File: src/rtl/decode_pkg.sv
// Shared constants and types for the instruction-decode stage.
package decode_pkg;

  localparam logic [5:0] OP_ADD  = 6'b000000;
  localparam logic [5:0] OP_ADDI = 6'b001000;
  localparam logic [5:0] OP_SUB  = 6'b000010;

  localparam logic [2:0] DEC_NOP  = 3'b000;
  localparam logic [2:0] DEC_ADD  = 3'b001;
  localparam logic [2:0] DEC_ADDI = 3'b010;
  localparam logic [2:0] DEC_SUB  = 3'b011;

  localparam int DEF_REG_AW = 5;
  localparam int DEF_IMM_W  = 16;

  // Decoded record at default widths; the top mirrors this field order at its own widths.
  typedef struct packed {
    logic [2:0]            opcode;
    logic [DEF_REG_AW-1:0] rs;
    logic [DEF_REG_AW-1:0] rt;
    logic [DEF_REG_AW-1:0] rd;
    logic [DEF_IMM_W-1:0]  immediate;
    logic                  illegal;
  } dec_rec_t;

  typedef enum logic [1:0] {
    ST_EMPTY = 2'b00,
    ST_ONE   = 2'b01,
    ST_FULL  = 2'b10
  } skid_state_t;

endpackage

File: src/rtl/decode_skid.sv
// Generic 2-entry valid/ready skid buffer; output data comes straight from a register.
module decode_skid
  import decode_pkg::*;
#(
  parameter int W = 8
) (
  input  logic         clk,
  input  logic         rst,
  input  logic         i_valid,
  output logic         o_ready,
  input  logic [W-1:0] i_data,
  output logic         o_valid,
  input  logic         i_ready,
  output logic [W-1:0] o_data
);

  skid_state_t  r_state;
  logic         r_out_valid;
  logic [W-1:0] r_out_data;
  logic [W-1:0] r_skid_data;
  logic         w_accept;
  logic         w_handshake;

  // Ready looks only at registered occupancy and reset, never at i_ready.
  assign o_ready     = (r_state != ST_FULL) && !rst;
  assign w_accept    = i_valid && o_ready;
  assign w_handshake = r_out_valid && i_ready;
  assign o_valid     = r_out_valid;
  assign o_data      = r_out_data;

  always_ff @(posedge clk) begin
    if (rst) begin
      r_state     <= ST_EMPTY;
      r_out_valid <= 1'b0;
      r_out_data  <= {W{1'b0}};
      r_skid_data <= {W{1'b0}};
    end else begin
      case (r_state)
        ST_EMPTY: begin
          if (w_accept) begin
            r_out_data  <= i_data;
            r_out_valid <= 1'b1;
            r_state     <= ST_ONE;
          end
        end
        ST_ONE: begin
          if (w_accept && w_handshake) begin
            r_out_data <= i_data;
          end else if (w_accept) begin
            r_skid_data <= i_data;
            r_state     <= ST_FULL;
          end else if (w_handshake) begin
            r_out_valid <= 1'b0;
            r_out_data  <= {W{1'b0}};
            r_state     <= ST_EMPTY;
          end
        end
        ST_FULL: begin
          if (w_handshake) begin
            r_out_data  <= r_skid_data;
            r_skid_data <= {W{1'b0}};
            r_state     <= ST_ONE;
          end
        end
        default: begin
          r_state     <= ST_EMPTY;
          r_out_valid <= 1'b0;
        end
      endcase
    end
  end

endmodule

File: src/rtl/decode_stage.sv
// Instruction-decode stage: combinational field decode into a skid buffer,
// with saturating counters of decoded and illegal instructions handed downstream.
module decode_stage
  import decode_pkg::*;
#(
  parameter int INSTR_W = 32,
  parameter int REG_AW  = 5,
  parameter int IMM_W   = 16,
  parameter int CNT_W   = 16
) (
  input  logic               clk,
  input  logic               rst,
  input  logic               in_valid,
  output logic               in_ready,
  input  logic [INSTR_W-1:0] instruction,
  output logic               out_valid,
  input  logic               out_ready,
  output logic [2:0]         opcode,
  output logic [REG_AW-1:0]  rs,
  output logic [REG_AW-1:0]  rt,
  output logic [REG_AW-1:0]  rd,
  output logic [IMM_W-1:0]   immediate,
  output logic               illegal,
  output logic [CNT_W-1:0]   decoded_cnt,
  output logic [CNT_W-1:0]   illegal_cnt
);

  typedef struct packed {
    logic [2:0]        opcode;
    logic [REG_AW-1:0] rs;
    logic [REG_AW-1:0] rt;
    logic [REG_AW-1:0] rd;
    logic [IMM_W-1:0]  immediate;
    logic              illegal;
  } rec_t;

  localparam int              REC_W   = $bits(rec_t);
  localparam logic [CNT_W-1:0] CNT_MAX = {CNT_W{1'b1}};

  logic [5:0]        w_primary;
  logic [REG_AW-1:0] w_rs_f;
  logic [REG_AW-1:0] w_rt_f;
  logic [REG_AW-1:0] w_rd_f;
  logic [IMM_W-1:0]  w_imm_f;
  rec_t              w_dec;
  rec_t              w_out;
  logic [REC_W-1:0]  w_out_bits;
  logic              w_handshake;
  logic [CNT_W-1:0]  r_decoded_cnt;
  logic [CNT_W-1:0]  r_illegal_cnt;

  assign w_primary = instruction[INSTR_W-1 -: 6];
  assign w_rs_f    = instruction[INSTR_W-7 -: REG_AW];
  assign w_rt_f    = instruction[INSTR_W-7-REG_AW -: REG_AW];
  assign w_rd_f    = instruction[IMM_W-1 -: REG_AW];
  assign w_imm_f   = instruction[IMM_W-1:0];

  // Fields an operation does not use stay zero so nothing leaks from earlier instructions.
  always_comb begin
    w_dec.opcode    = DEC_NOP;
    w_dec.rs        = {REG_AW{1'b0}};
    w_dec.rt        = {REG_AW{1'b0}};
    w_dec.rd        = {REG_AW{1'b0}};
    w_dec.immediate = {IMM_W{1'b0}};
    w_dec.illegal   = 1'b0;
    case (w_primary)
      OP_ADD: begin
        w_dec.opcode = DEC_ADD;
        w_dec.rs     = w_rs_f;
        w_dec.rt     = w_rt_f;
        w_dec.rd     = w_rd_f;
      end
      OP_ADDI: begin
        w_dec.opcode    = DEC_ADDI;
        w_dec.rs        = w_rs_f;
        w_dec.rt        = w_rt_f;
        w_dec.immediate = w_imm_f;
      end
      OP_SUB: begin
        w_dec.opcode = DEC_SUB;
        w_dec.rs     = w_rs_f;
        w_dec.rt     = w_rt_f;
        w_dec.rd     = w_rd_f;
      end
      default: begin
        w_dec.illegal = 1'b1;
      end
    endcase
  end

  decode_skid #(
    .W(REC_W)
  ) u_skid (
    .clk    (clk),
    .rst    (rst),
    .i_valid(in_valid),
    .o_ready(in_ready),
    .i_data (w_dec),
    .o_valid(out_valid),
    .i_ready(out_ready),
    .o_data (w_out_bits)
  );

  assign w_out       = rec_t'(w_out_bits);
  assign opcode      = w_out.opcode;
  assign rs          = w_out.rs;
  assign rt          = w_out.rt;
  assign rd          = w_out.rd;
  assign immediate   = w_out.immediate;
  assign illegal     = w_out.illegal;
  assign w_handshake = out_valid && out_ready;
  assign decoded_cnt = r_decoded_cnt;
  assign illegal_cnt = r_illegal_cnt;

  always_ff @(posedge clk) begin
    if (rst) begin
      r_decoded_cnt <= {CNT_W{1'b0}};
      r_illegal_cnt <= {CNT_W{1'b0}};
    end else begin
      if (w_handshake && (r_decoded_cnt != CNT_MAX)) begin
        r_decoded_cnt <= r_decoded_cnt + {{(CNT_W-1){1'b0}}, 1'b1};
      end
      if (w_handshake && w_out.illegal && (r_illegal_cnt != CNT_MAX)) begin
        r_illegal_cnt <= r_illegal_cnt + {{(CNT_W-1){1'b0}}, 1'b1};
      end
    end
  end

endmodule

File: config.mk
export PLATFORM = sky130hd
export DESIGN_NAME = decode_stage
export DESIGN_NICKNAME = d
export VERILOG_FILES = /design/src/rtl/decode_pkg.sv /design/src/rtl/decode_skid.sv /design/src/rtl/decode_stage.sv
export SDC_FILE = /design/constraint.sdc
export NUM_CORES = 1
export LEC_CHECK = 0
export CAP_MARGIN = 20
export CORE_UTILIZATION = 30
export CTS_BUF_LIST = sky130_fd_sc_hd__clkbuf_16
export DETAILED_ROUTE_END_ITERATION = 10
export HOLD_SLACK_MARGIN = 0.15
export PLACE_DENSITY = 0.62
export SYNTH_ARGS = -nofsm -noshare
export SYNTH_HDL_FRONTEND = slang
export SYNTH_HIERARCHICAL = 1
export SYNTH_SLANG_ARGS = --single-unit
File: constraint.sdc
create_clock -name clk -period 3 [get_ports clk]
set_input_delay 0.6 -clock clk [delete_from_list [all_inputs] [get_ports clk]]
set_output_delay 0.6 -clock clk [all_outputs]
set_load 0.005 [all_outputs]
## Word-level counts from Yosys, hierarchy flattened

Cells that the tools add are included.

| storage, ports and cells | value |
|---|---|
| register bits after elaboration | 105 |
| bits in latches | 0 |
| RAM bits | 0 |
| bits in read-only memories | 0 |
| input port bits | 36 |
| output and inout bits | 69 |
| word-level logic and storage cells | 66 |
| memories | 0 |

| cells by class | value |
|---|---|
| add/subtract/negate cells | 2 |
| multipliers | 0 |
| div/mod/pow operators | 0 |
| magnitude comparators | 0 |
| eq/ne operators | 16 |
| shifts and indexed selects | 0 |
| multiplexer cells | 23 |
| bitwise gates (word level) | 1 |
| reduce and logical (&&, ||, !) cells | 18 |

Operators by type and width:

| kind | count |
|---|---|
| two-way mux 35 bit | 6 |
| one-hot mux 35 bit (3 select lines) | 1 |
| one-hot mux 35 bit (2 select lines) | 1 |
| one-hot mux 12 bit (3 select lines) | 1 |
| adder 16 x 1 -> 16 bit (second input constant) | 2 |
| != test 16 bit (second input constant) | 2 |
| two-way mux 16 bit | 1 |
| two-way mux 2 bit | 5 |
| AND reduction 5 bit | 2 |
| != test 2 x 1 -> 1 bit (second input constant) | 4 |
| AND reduction 4 bit | 2 |
| logical AND 1 bit | 7 |
| == test 6 x 2 -> 1 bit (second input constant) | 1 |
| == test 6 x 4 -> 1 bit (second input constant) | 1 |
| zero test 6 bit | 1 |
| != test 2 bit (second input constant) | 3 |
| != test 3 x 1 -> 1 bit (second input constant) | 2 |
| one-hot mux 2 bit (3 select lines) | 1 |
| two-way mux 1 bit | 5 |
| two-way mux 5 bit | 1 |
| != test 3 bit (second input constant) | 1 |
| one-hot mux 1 bit (3 select lines) | 1 |
| nonzero test 3 bit | 1 |
| OR reduction 3 bit | 1 |
| other kinds (7) | 7 |

## Depth between registers and ports, before layout

Gate-level depths: netlist of run 1.

| logic depth | value |
|---|---|
| word-level depth | 6 |
| gate-level depth with buffers | 9 |
| mapped depth without buffers | 6 |

## By module

The synthesis of run 1 kept the hierarchy.

Modules (own cells, without submodules):

| module | instances | cells an instance | area each (um^2) | seq. area each (um^2) |
|---|---|---|---|---|
| decode_skid | 1 | 353 | 3313.2 | 1461.4 |
| decode_stage | 1 | 246 | 1950.6 | 640.6 |

## Worst setup path before layout of run 1

No wires, ideal clock.

| path | value |
|---|---|
| path kind | input -> register |
| start point | in instruction[26] |
| end point | reg u_skid.r_skid_data[10] |
| library setup time | 70 ps |
| data arrival time | 2168 ps |
| required time | 2930 ps |
| path slack | 761 ps |
| stages on the path | 6 |
| path buffers | 1 |
| cell sequence | or4_1 > nor3b_1 > clkbuf_1 > and2_1 > nand3b_1 > a21oi_1 |

RTL lines:

| what | line | text |
|---|---|---|
| from (decl) | decode_stage.sv:15 | `input logic [INSTR_W-1:0] instruction,` |
| to (signal assigned) | decode_skid.sv:36 | `r_skid_data <= {W{1'b0}};` |
| to (signal assigned) | decode_skid.sv:50 | `r_skid_data <= i_data;` |
| to (signal assigned) | decode_skid.sv:61 | `r_skid_data <= {W{1'b0}};` |
| to (decl) | decode_skid.sv:20 | `logic [W-1:0] r_skid_data;` |

## Worst setup path after layout of run 1

| path | value |
|---|---|
| start point | reg u_skid.r_state[0] |
| end point | out in_ready |

| on the way | value |
|---|---|
| word-level cells in the longest chain between the ends | 2 |

Ends and longest elaborated chain:

| what | line | text |
|---|---|---|
| from (decl) | decode_skid.sv:17 | `skid_state_t r_state;` |
| from (signal assigned) | decode_skid.sv:33 | `r_state <= ST_EMPTY;` |
| from (signal assigned) | decode_skid.sv:43 | `r_state <= ST_ONE;` |
| from (signal assigned) | decode_skid.sv:51 | `r_state <= ST_FULL;` |
| != test 2 bit | decode_skid.sv:25 | `assign o_ready = (r_state != ST_FULL) && !rst;` |
| logical AND 1 bit | decode_skid.sv:25 |  |
| to (decl) | decode_stage.sv:14 | `output logic in_ready,` |

No other way between the ends.

==> impl.org, run 1 <==
** Run status
- Status :: finished, final reports clean

** STA
- For this run, the top clock speed supported by timing is 390 MHz.
- Worst slew slack as a fraction of its limit :: 0.294
- Of the available clock period, the critical path in the final layout requires 0.856.
- Setup violations remaining at the end of the flow were counted as 0.
- Final number of hold-violating endpoints :: 0
- Tightest hold margin :: 0.478 ns
- The final max-slew violation count is 0.
- The worst path meets setup with 0.433 ns of slack.
- Post-route setup TNS :: 0 ns
- Unrepaired setup endpoints after global routing :: false
- For the pin with the worst max-slew slack, the measured transition is 1.06 ns.
- Counting I/O delays and the setup requirement, the final critical path takes 2.57 ns.
- Worst setup skew after layout :: 0.00725 ns

** Placed design
- The wire-length estimate of the detail-placed layout is 9.32 mm.
- Total cell area at the placement stage :: 6570 um2
- OpenSTA, run right after detailed placement, puts the worst setup slack at 0.367 ns.
- The congestion estimate from routability-driven global placement came to 0.757.
- Buffers on Ports :: 104
- In this run, placement finished with an instance count of 901.

** Power
- The analysis attributes to net switching a power of 1570 uW.
- Maximum ir drop on the vdd rail :: 328 uV
- In this run the static leakage power is 0.00233 uW.
- Gate power share :: 0.374
- The share of total power dissipated in the clock network is 0.238.
- Power spread over the standard cell area amounts to 683 nW/um2.
- Of the total power, registers draw 0.388.
- Internal power contribution :: 3100 uW
- Switching share of power :: 0.336

** Final layout
- 0 antenna diodes ended up in the layout.
- Once layout is done, the placed cells without fillers occupy 6840 um2.
- In the final design database the tool counted 730 nets.
- Of the cells placed in the final design, the portion with a size suffix greater than 1 is 0.120.
- The area growth from synthesis to layout is 29.9%.
- Most common cell after layout, fill and taps aside :: dfxtp_1
- Final std cells w/o fill :: 917
- The library cells used most frequently in the layout, excluding fill and tap cells, are dfxtp_1 (105), clkdlybuf4s50_1 (103), nor2_1 (58), a21oi_1 (52), nand3_1 (46).

** Route
- Wires add up to 14.4 mm.
- The detail route stage leaves a number of antenna-violating nets equal to 0.
- After detailed routing, the average wire length per cell comes to 15.7 um.
- Using the TritonRoute via totals, the vias-per-cell ratio works out to 5.26.
- Number of DRC violations after detailed-routing iteration 0 :: 346
- DRC violations left :: 0
- The first detailed-routing pass took 4 iterations.
- Vias after detailed routing :: 4,825

** Die
- The floorplan step set the die height to 134 um.
- Floorplan die width :: 134 um
- Die Footprint :: 18,100 um2
- After floorplanning, the core was sized to cover 17,200 um2.
- Std-Cell Rows :: 48
- The initial utilization of the core area, before any placement, comes to 0.305.
- Number of top-level pins :: 105

** Global routing
- Pin count of the biggest net entering global routing :: 43
- Antenna violations before repair :: 0
- In the global route stage, overall resource usage came out at 0.165.
- First-pass GRT wire length :: 23.8 mm
- The via count of the first global-routing pass is 4,501.
- Overflow after GRT :: 0

** CTS
- CTS saw 105 sinks.
- After clock tree synthesis, the flow added hold-fix buffers numbering 0.
- Clock slew at reported path FFs :: 0.07 ns
- The clock passes through at most 2 buffers.
- Number of gates resized after CTS :: 0
- Deepest level of the CTS H-tree :: 3
- Post-CTS timing repair inserted 0 buffers for setup.
- TritonCTS built the clock tree.
- For the worst-skew pair, the clock arrives at the later sink with an insertion delay of 0.35 ns.
- Clock Root Buffer :: clkbuf_16
- Cts bufs inserted :: 9

** Worst setup path
- The worst setup path is launched from a register.
- The startpoint identified for the worst register-to-register timing path is u_skid/r_state[0].
- Across all register-to-register paths, the minimum setup slack is 0.65 ns.
- Largest incremental delay on the critical path :: 0.56 ns
- Endpoint required time on the critical path :: 2.40 ns
- Arrival time of the worst setup path :: 1.97 ns
- Worst-path fanout max :: 11
- Critical path cell sequence :: inv_1, ha_1, nor2_1, clkdlybuf4s50_1
- For this design, the slowest cell found on the critical path is clkdlybuf4s50_1.
- The worst setup path is captured at a primary output.
- Tracing the worst setup path back leads to its startpoint at u_skid/r_state[0].
- The critical path in this run is classified as reg2out.

** Logic synthesis
- Post-Synthesis Mean Instance Area :: 8.79 um2
- Synthesis instantiated 60 different standard cells from the library.
- Prevailing post-synth register cell :: dfxtp_1
- Sequential-to-total area share from yosys stat :: 0.399
- For this run, the number of Yosys warnings is 6.
- Flops & latches, synth :: 105
- Count of flip-flops with a built-in enable after synthesis :: 0
- The synthesized netlist occupies a cell area of 5260 um2.
- Synthesized instance count :: 599
- After synthesis, the share of flip-flops with an asynchronous set or reset is 0.

** Worst hold path
- Hold/Removal Path Class :: reg2reg
- The worst hold path begins at u_skid/r_skid_data[21].

** Flow run
- The tool flagged a number of max-cap violations equal to 0.
## sequential cells by signal (all words and copies together), names as in the netlist
signal and cells:
u_skid/r_state 2, u_skid/o_data 35, u_skid/r_skid_data 35, u_skid/o_valid 1
illegal_cnt 16, decoded_cnt 16
## stage by stage
step / util / total power [uW]
floorplan: - / 2770
global placement: 0.381 / 3600
detailed placement: 0.381 / 3600
CTS: 0.397 / 4740
global route: 0.397 / 4980
finish: 0.397 / 4670
## synth_stat cells (3+ instances only)
cell        n  area share
a211oi_1    7       0.010
a21oi_1    53       0.050
a221oi_1    5      0.0083
a221oi_2   30       0.086
a311oi_1    3      0.0050
a31oi_1     5      0.0059
and2_1     34       0.040
and3_1      5      0.0059
buf_1       3      0.0021
buf_2       6      0.0057
buf_6       5       0.011
clkbuf_1   32       0.023
dfxtp_1   105        0.40
ha_1        7       0.017
inv_1       7      0.0050
nand2_1    18       0.013
nand2b_1    3      0.0036
nand3_1    46       0.044
nand3b_1   35       0.050
nand4_1     7      0.0083
nor2_1     58       0.041
nor2b_1     5      0.0059
nor3_1     12       0.011
nor4_1      6      0.0071
o21ai_0    36       0.034
o21ai_1     5      0.0048
o311ai_0    3      0.0050
o31ai_1     4      0.0057
o41ai_1     3      0.0050
or2_2       6      0.0071
or3_1       4      0.0048
or4_1       6      0.0086
## power groups by stage
| stage | Sequential [uW] | Combinational (uW) | Clock (uW) |
|---|---|---|---|
| after floorplan | 1830 | 944 | 0 |
| after global placement | 1850 | 1750 | 0 |
| after detailed placement | 1840 | 1760 | 0 |
| after CTS | 1820 | 1770 | 1150 |
| after global routing | 1850 | 1920 | 1210 |
| final | 1810 | 1750 | 1110 |
## metal layers
metal	wire length (um)	global-route usage
met4	174	0.0493
met2	6800	0.267
met1	6880	0.223
met3	585	0.0319
met5	0	0
## path summary, 6_finish.rpt
| check | depth (start not counted) | to |
|---|---|---|
| worst max-delay path | 4 | in_ready |
| worst min-delay path | 2 | u_skid/r_skid_data[21] |
| worst max register to register | 7 | u_skid/o_data[21] |
| worst min register to register | 2 | u_skid/r_skid_data[21] |
## final cells by class
class                   count  area, um2
well taps                 225        282
clock buffers               9        225
fillers                  1759      10400
inverters                   7       26.3
multi-input cells         442       2950
repair buffers            122       1210
clock inverters             7       47.5
flip-flops and latches    105       2100
## critical path, delay by kind of cell (launching register included)
| family | cells | cell delay [ns] |
|---|---|---|
| flip-flops | 1 | 0.41 |
| AND/OR/NAND/NOR | 1 | 0.23 |
| buffers and inverters | 2 | 0.65 |
| adder cells (fa/ha/maj) | 1 | 0.32 |
## cells by family (layout without fill, tap and decap cells)
family	Yosys count	after routing	share of synthesized area
compound gates	171	171	0.253
xor+xnor	1	1	0.00166
fa+ha+maj	7	7	0.0166
buf+inv	53	145	0.0464
flops	105	105	0.399
mux	3	3	0.00618
other cells	1	2	0.000712
simple gates	258	258	0.276
(Power assumes the default switching activity.)
==> inputs of run 2 (changes only) <==
==> constraint.sdc (replaced) <==
create_clock -name clk -period 3 [get_ports clk]
set_input_delay 0.9 -clock clk [delete_from_list [all_inputs] [get_ports clk]]
set_output_delay 0.9 -clock clk [all_outputs]
set_load 0.005 [all_outputs]
==> run 2 against run 1 <==
Effect of this change: via count grew 3.2%; critical path depth did not move; final cell count rose by 0.44%; sequential share of layout area decreased by 0.28 points.
==> impl.org, run 2 (synthesized netlist as in run 1, its figures left out) <==
** Run status
- Status :: finished, final reports clean

** Worst setup path
- The critical path is of the reg2out type.
- Critical path endpoint category :: primary output
- Worst Reg2Reg Path Length in Cells :: 8 (+1)
- Type of origin of the critical path :: register
- Arrival time of the worst setup path :: 1.84 ns (-0.13 ns)
- Setup slack, reg-to-reg :: 0.59 ns (-0.06 ns)
- The endpoint identified for the worst register-to-register timing path is u_skid/o_data[23].
- The worst path required time came to 2.10 ns (-0.30 ns).
- R2r startpoint :: u_skid/r_state[0]
- Worst-path fanout max :: 5 (-6)

** CTS
- Deepest level of the CTS H-tree :: 3 (unchanged)
- The number of clock buffers inserted by TritonCTS was 9 (unchanged).
- Sinks on the clock net :: 105 (unchanged)
- Maximum buffer depth of the clock tree :: 2 (unchanged)
- Clock slew at reported path FFs :: 0.07 ns (about the same)
- The number of buffers added for setup after CTS is 0 (unchanged).
- CTS tree :: done
- The latest clock arrival within the worst-skew pair is 0.36 ns (about the same).
- Hold bufs inserted after CTS :: 0 (unchanged)
- Number of gates resized after CTS :: 0 (unchanged)
- Clock Root Buffer :: clkbuf_16

** STA
- Post-route setup TNS :: 0 ns (unchanged)
- The slew at the pin closest to its max-slew limit is 1.07 ns (+0.0122 ns).
- # setup viols final :: 0 (unchanged)
- The portion of the clock cycle consumed by the worst path in the final layout is 0.913 (+0.0572).
- Unrepaired setup endpoints after global routing :: false
- The final max-slew violation count came to 0 (unchanged).
- Worst setup skew after layout :: 0.0125 ns (+0.00524 ns)
- The post-route minimum period is 2.74 ns (+0.171 ns).
- Top achievable clock speed :: 365 MHz (-6.3%)
- Final number of hold-violating endpoints :: 0 (unchanged)
- The worst max-slew margin expressed relative to the limit was 0.286 (-0.00813).

** Global routing
- The via count of the first global-routing pass came to 4,477 (-0.53%).
- Overflow after GRT :: 0 (unchanged)
- Pin count of the biggest net entering global routing :: 44 (+2.3%)
- The initial antenna violation count was 0 (unchanged).
- Tot GR Track Use :: 0.166 (+0.000713)
- First-pass GRT wire length :: 23.9 mm (+0.34%)

** Final layout
- The layout cell share with drive strength beyond 1 was 0.128 (+0.00793).
- The number of nets in the final layout is 734 (+0.55%).
- Area Overhead vs Synth :: 31.1%
- The utilization after layout came to 0.400 (+0.00363).
- The layout filler cell count was 1,732 (-1.5%).
- Final instance area :: 6900 um2 (+0.91%)
- Most used cells in the layout excluding fill and tap cells :: dfxtp_1 (105), clkdlybuf4s50_1 (103), nor2_1 (58), a21oi_1 (52), nand3_1 (46)
- Most common cell after layout, fill and taps aside :: dfxtp_1
- The number of inserted diodes was 0 (unchanged).

** Worst hold path
- The worst hold path belongs to the class reg2reg.
- Startpoint of the tightest hold check path :: u_skid/r_skid_data[23]
- Endpoint of the worst hold path :: u_skid/r_skid_data[23]
- The hold path depth came to 2 (unchanged).

** Power
- Gate power share :: 0.378 (+0.004)
- Switching share of power :: 0.339 (+0.00312)
- Switching power :: 1620 uW (+2.8%)
- The internal power is 3140 uW (+1.4%).
- Clock Power Share :: 0.239 (about the same)
- The power per cell area is 690 nW/um2 (+0.96%).
- Maximum ir drop on the vdd rail :: 344 uV (+5.1%)
- Standby leakage power :: 0.00237 uW (+1.6%)
- The fraction of power consumed by sequential logic is 0.383 (-0.005).

** Route
- The number of nets with antenna violations after routing is 0 (unchanged).
- The DRC marker count from the first detailed-route iteration is 408 (+18%).
- The mean routed wirelength per cell is 16.2 um (+3.1%).
- The number of vias after detailed routing came to 4,978 (+3.2%).
- The via count normalized by instance count is 5.40 (+2.7%).
- Wire length reported by the detailed router :: 15.0 mm (+3.6%)
- The count of TritonRoute iterations in the first routing pass was 5 (+1).
- DRC violations left :: 0 (unchanged)

** Flow run
- Max-cap violations :: 0 (unchanged)

** Die
- The horizontal die dimension was 134 um (unchanged).
- The area of the die is 18,100 um2 (unchanged).
- The number of top-level pins was 105 (unchanged).
- Std-Cell Core Area :: 17,200 um2 (unchanged)
- The height of the die was 134 um (unchanged).
- The standard-cell row count came to 48 (unchanged).
- Initial cell density of the core :: 0.305 (unchanged)

** Placed design
- The final weighted congestion in routability-driven placement came to 0.757 (about the same).
- Hpwl dp :: 9.48 mm (+1.7%)
- The cell area reported after detailed placement came to 6620 um2 (+0.84%).
- Buffers on Ports :: 104 (unchanged)
[run 2: changes by cell type in the layout (fill, tap and decap cells not counted)]
| cell | change |
|---|---|
| clkinv_1 | -1 |
| inv_8 | +1 |
| clkinv_2 | +2 |
| buf_12 | +2 |
| clkinvlp_4 | -2 |
| inv_6 | -1 |
| buf_4 | +2 |
| inv_1 | -1 |
| clkinv_4 | +2 |
[run 2: how the worst max path moves through the flow]
| stage | start | endpoint | slack [ns] | cells after the start |
|---|---|---|---|---|
| after floorplan | instruction[26] | u_skid/r_skid_data[10] | 0.46 | 6 |
| after global placement | out_ready | illegal_cnt[9] | 0.16 | 5 |
| after detailed placement | in_valid | u_skid/o_data[23] | 0.12 | 6 |
| after CTS | u_skid/r_state[0] | in_ready | 0.22 | 4 |
| after global routing | u_skid/r_state[0] | in_ready | 0.11 | 4 |
| final | u_skid/r_state[0] | in_ready | 0.26 | 4 |
[run 2: layer usage]
metal / share of wire / GRT usage / up-vias
met3: 0.054 / 0.0353 / 10
met2: 0.47 / 0.267 / 139
met1: 0.47 / 0.222 / 2405
li1: - / - / 2424
met5: 0 / 0 / -
met4: 0.0099 / 0.0499 / 0
[run 2: power groups by stage]
| stage | clock, uW | combinational, uW | sequential [uW] |
|---|---|---|---|
| after global routing | 1230 | 1960 | 1860 |
| after detailed placement | 0 | 1810 | 1860 |
| after floorplan | 0 | 944 | 1830 |
| after global placement | 0 | 1800 | 1870 |
| final | 1140 | 1800 | 1820 |
| after CTS | 1180 | 1820 | 1830 |
[run 2: final cells by class]
class | instances | area, um2 | share of cell area
Tap cell | 225 | 282 | 0.0408
Clock buffer | 9 | 225 | 0.0326
Clock inverter | 7 | 55.1 | 0.00798
Sequential cell | 105 | 2100 | 0.305
Multi-Input combinational cell | 442 | 2950 | 0.427
Timing Repair Buffer | 126 | 1260 | 0.183
Inverter | 7 | 26.3 | 0.00381
[run 2: per-stage QoR]
step / setup slack (ns) / instances / total power (uW) / hold slack [ns]
2_1_floorplan: 0.461 / 600 / 2770 / 0.448
3_3_place_gp: 0.155 / 905 / 3670 / 0.461
3_5_place_dp: 0.116 / 905 / 3670 / 0.466
4_1_cts: 0.222 / 921 / 4830 / 0.478
5_1_grt: 0.114 / 921 / 5060 / 0.500
6_report: 0.261 / 921 / 4760 / 0.478
[run 2: critical path: stages, from the launching register on]
cell             delay, ns
dfxtp_1               0.42
inv_1                 0.09
ha_1                  0.21
nor2_1                0.22
clkdlybuf4s50_1       0.55
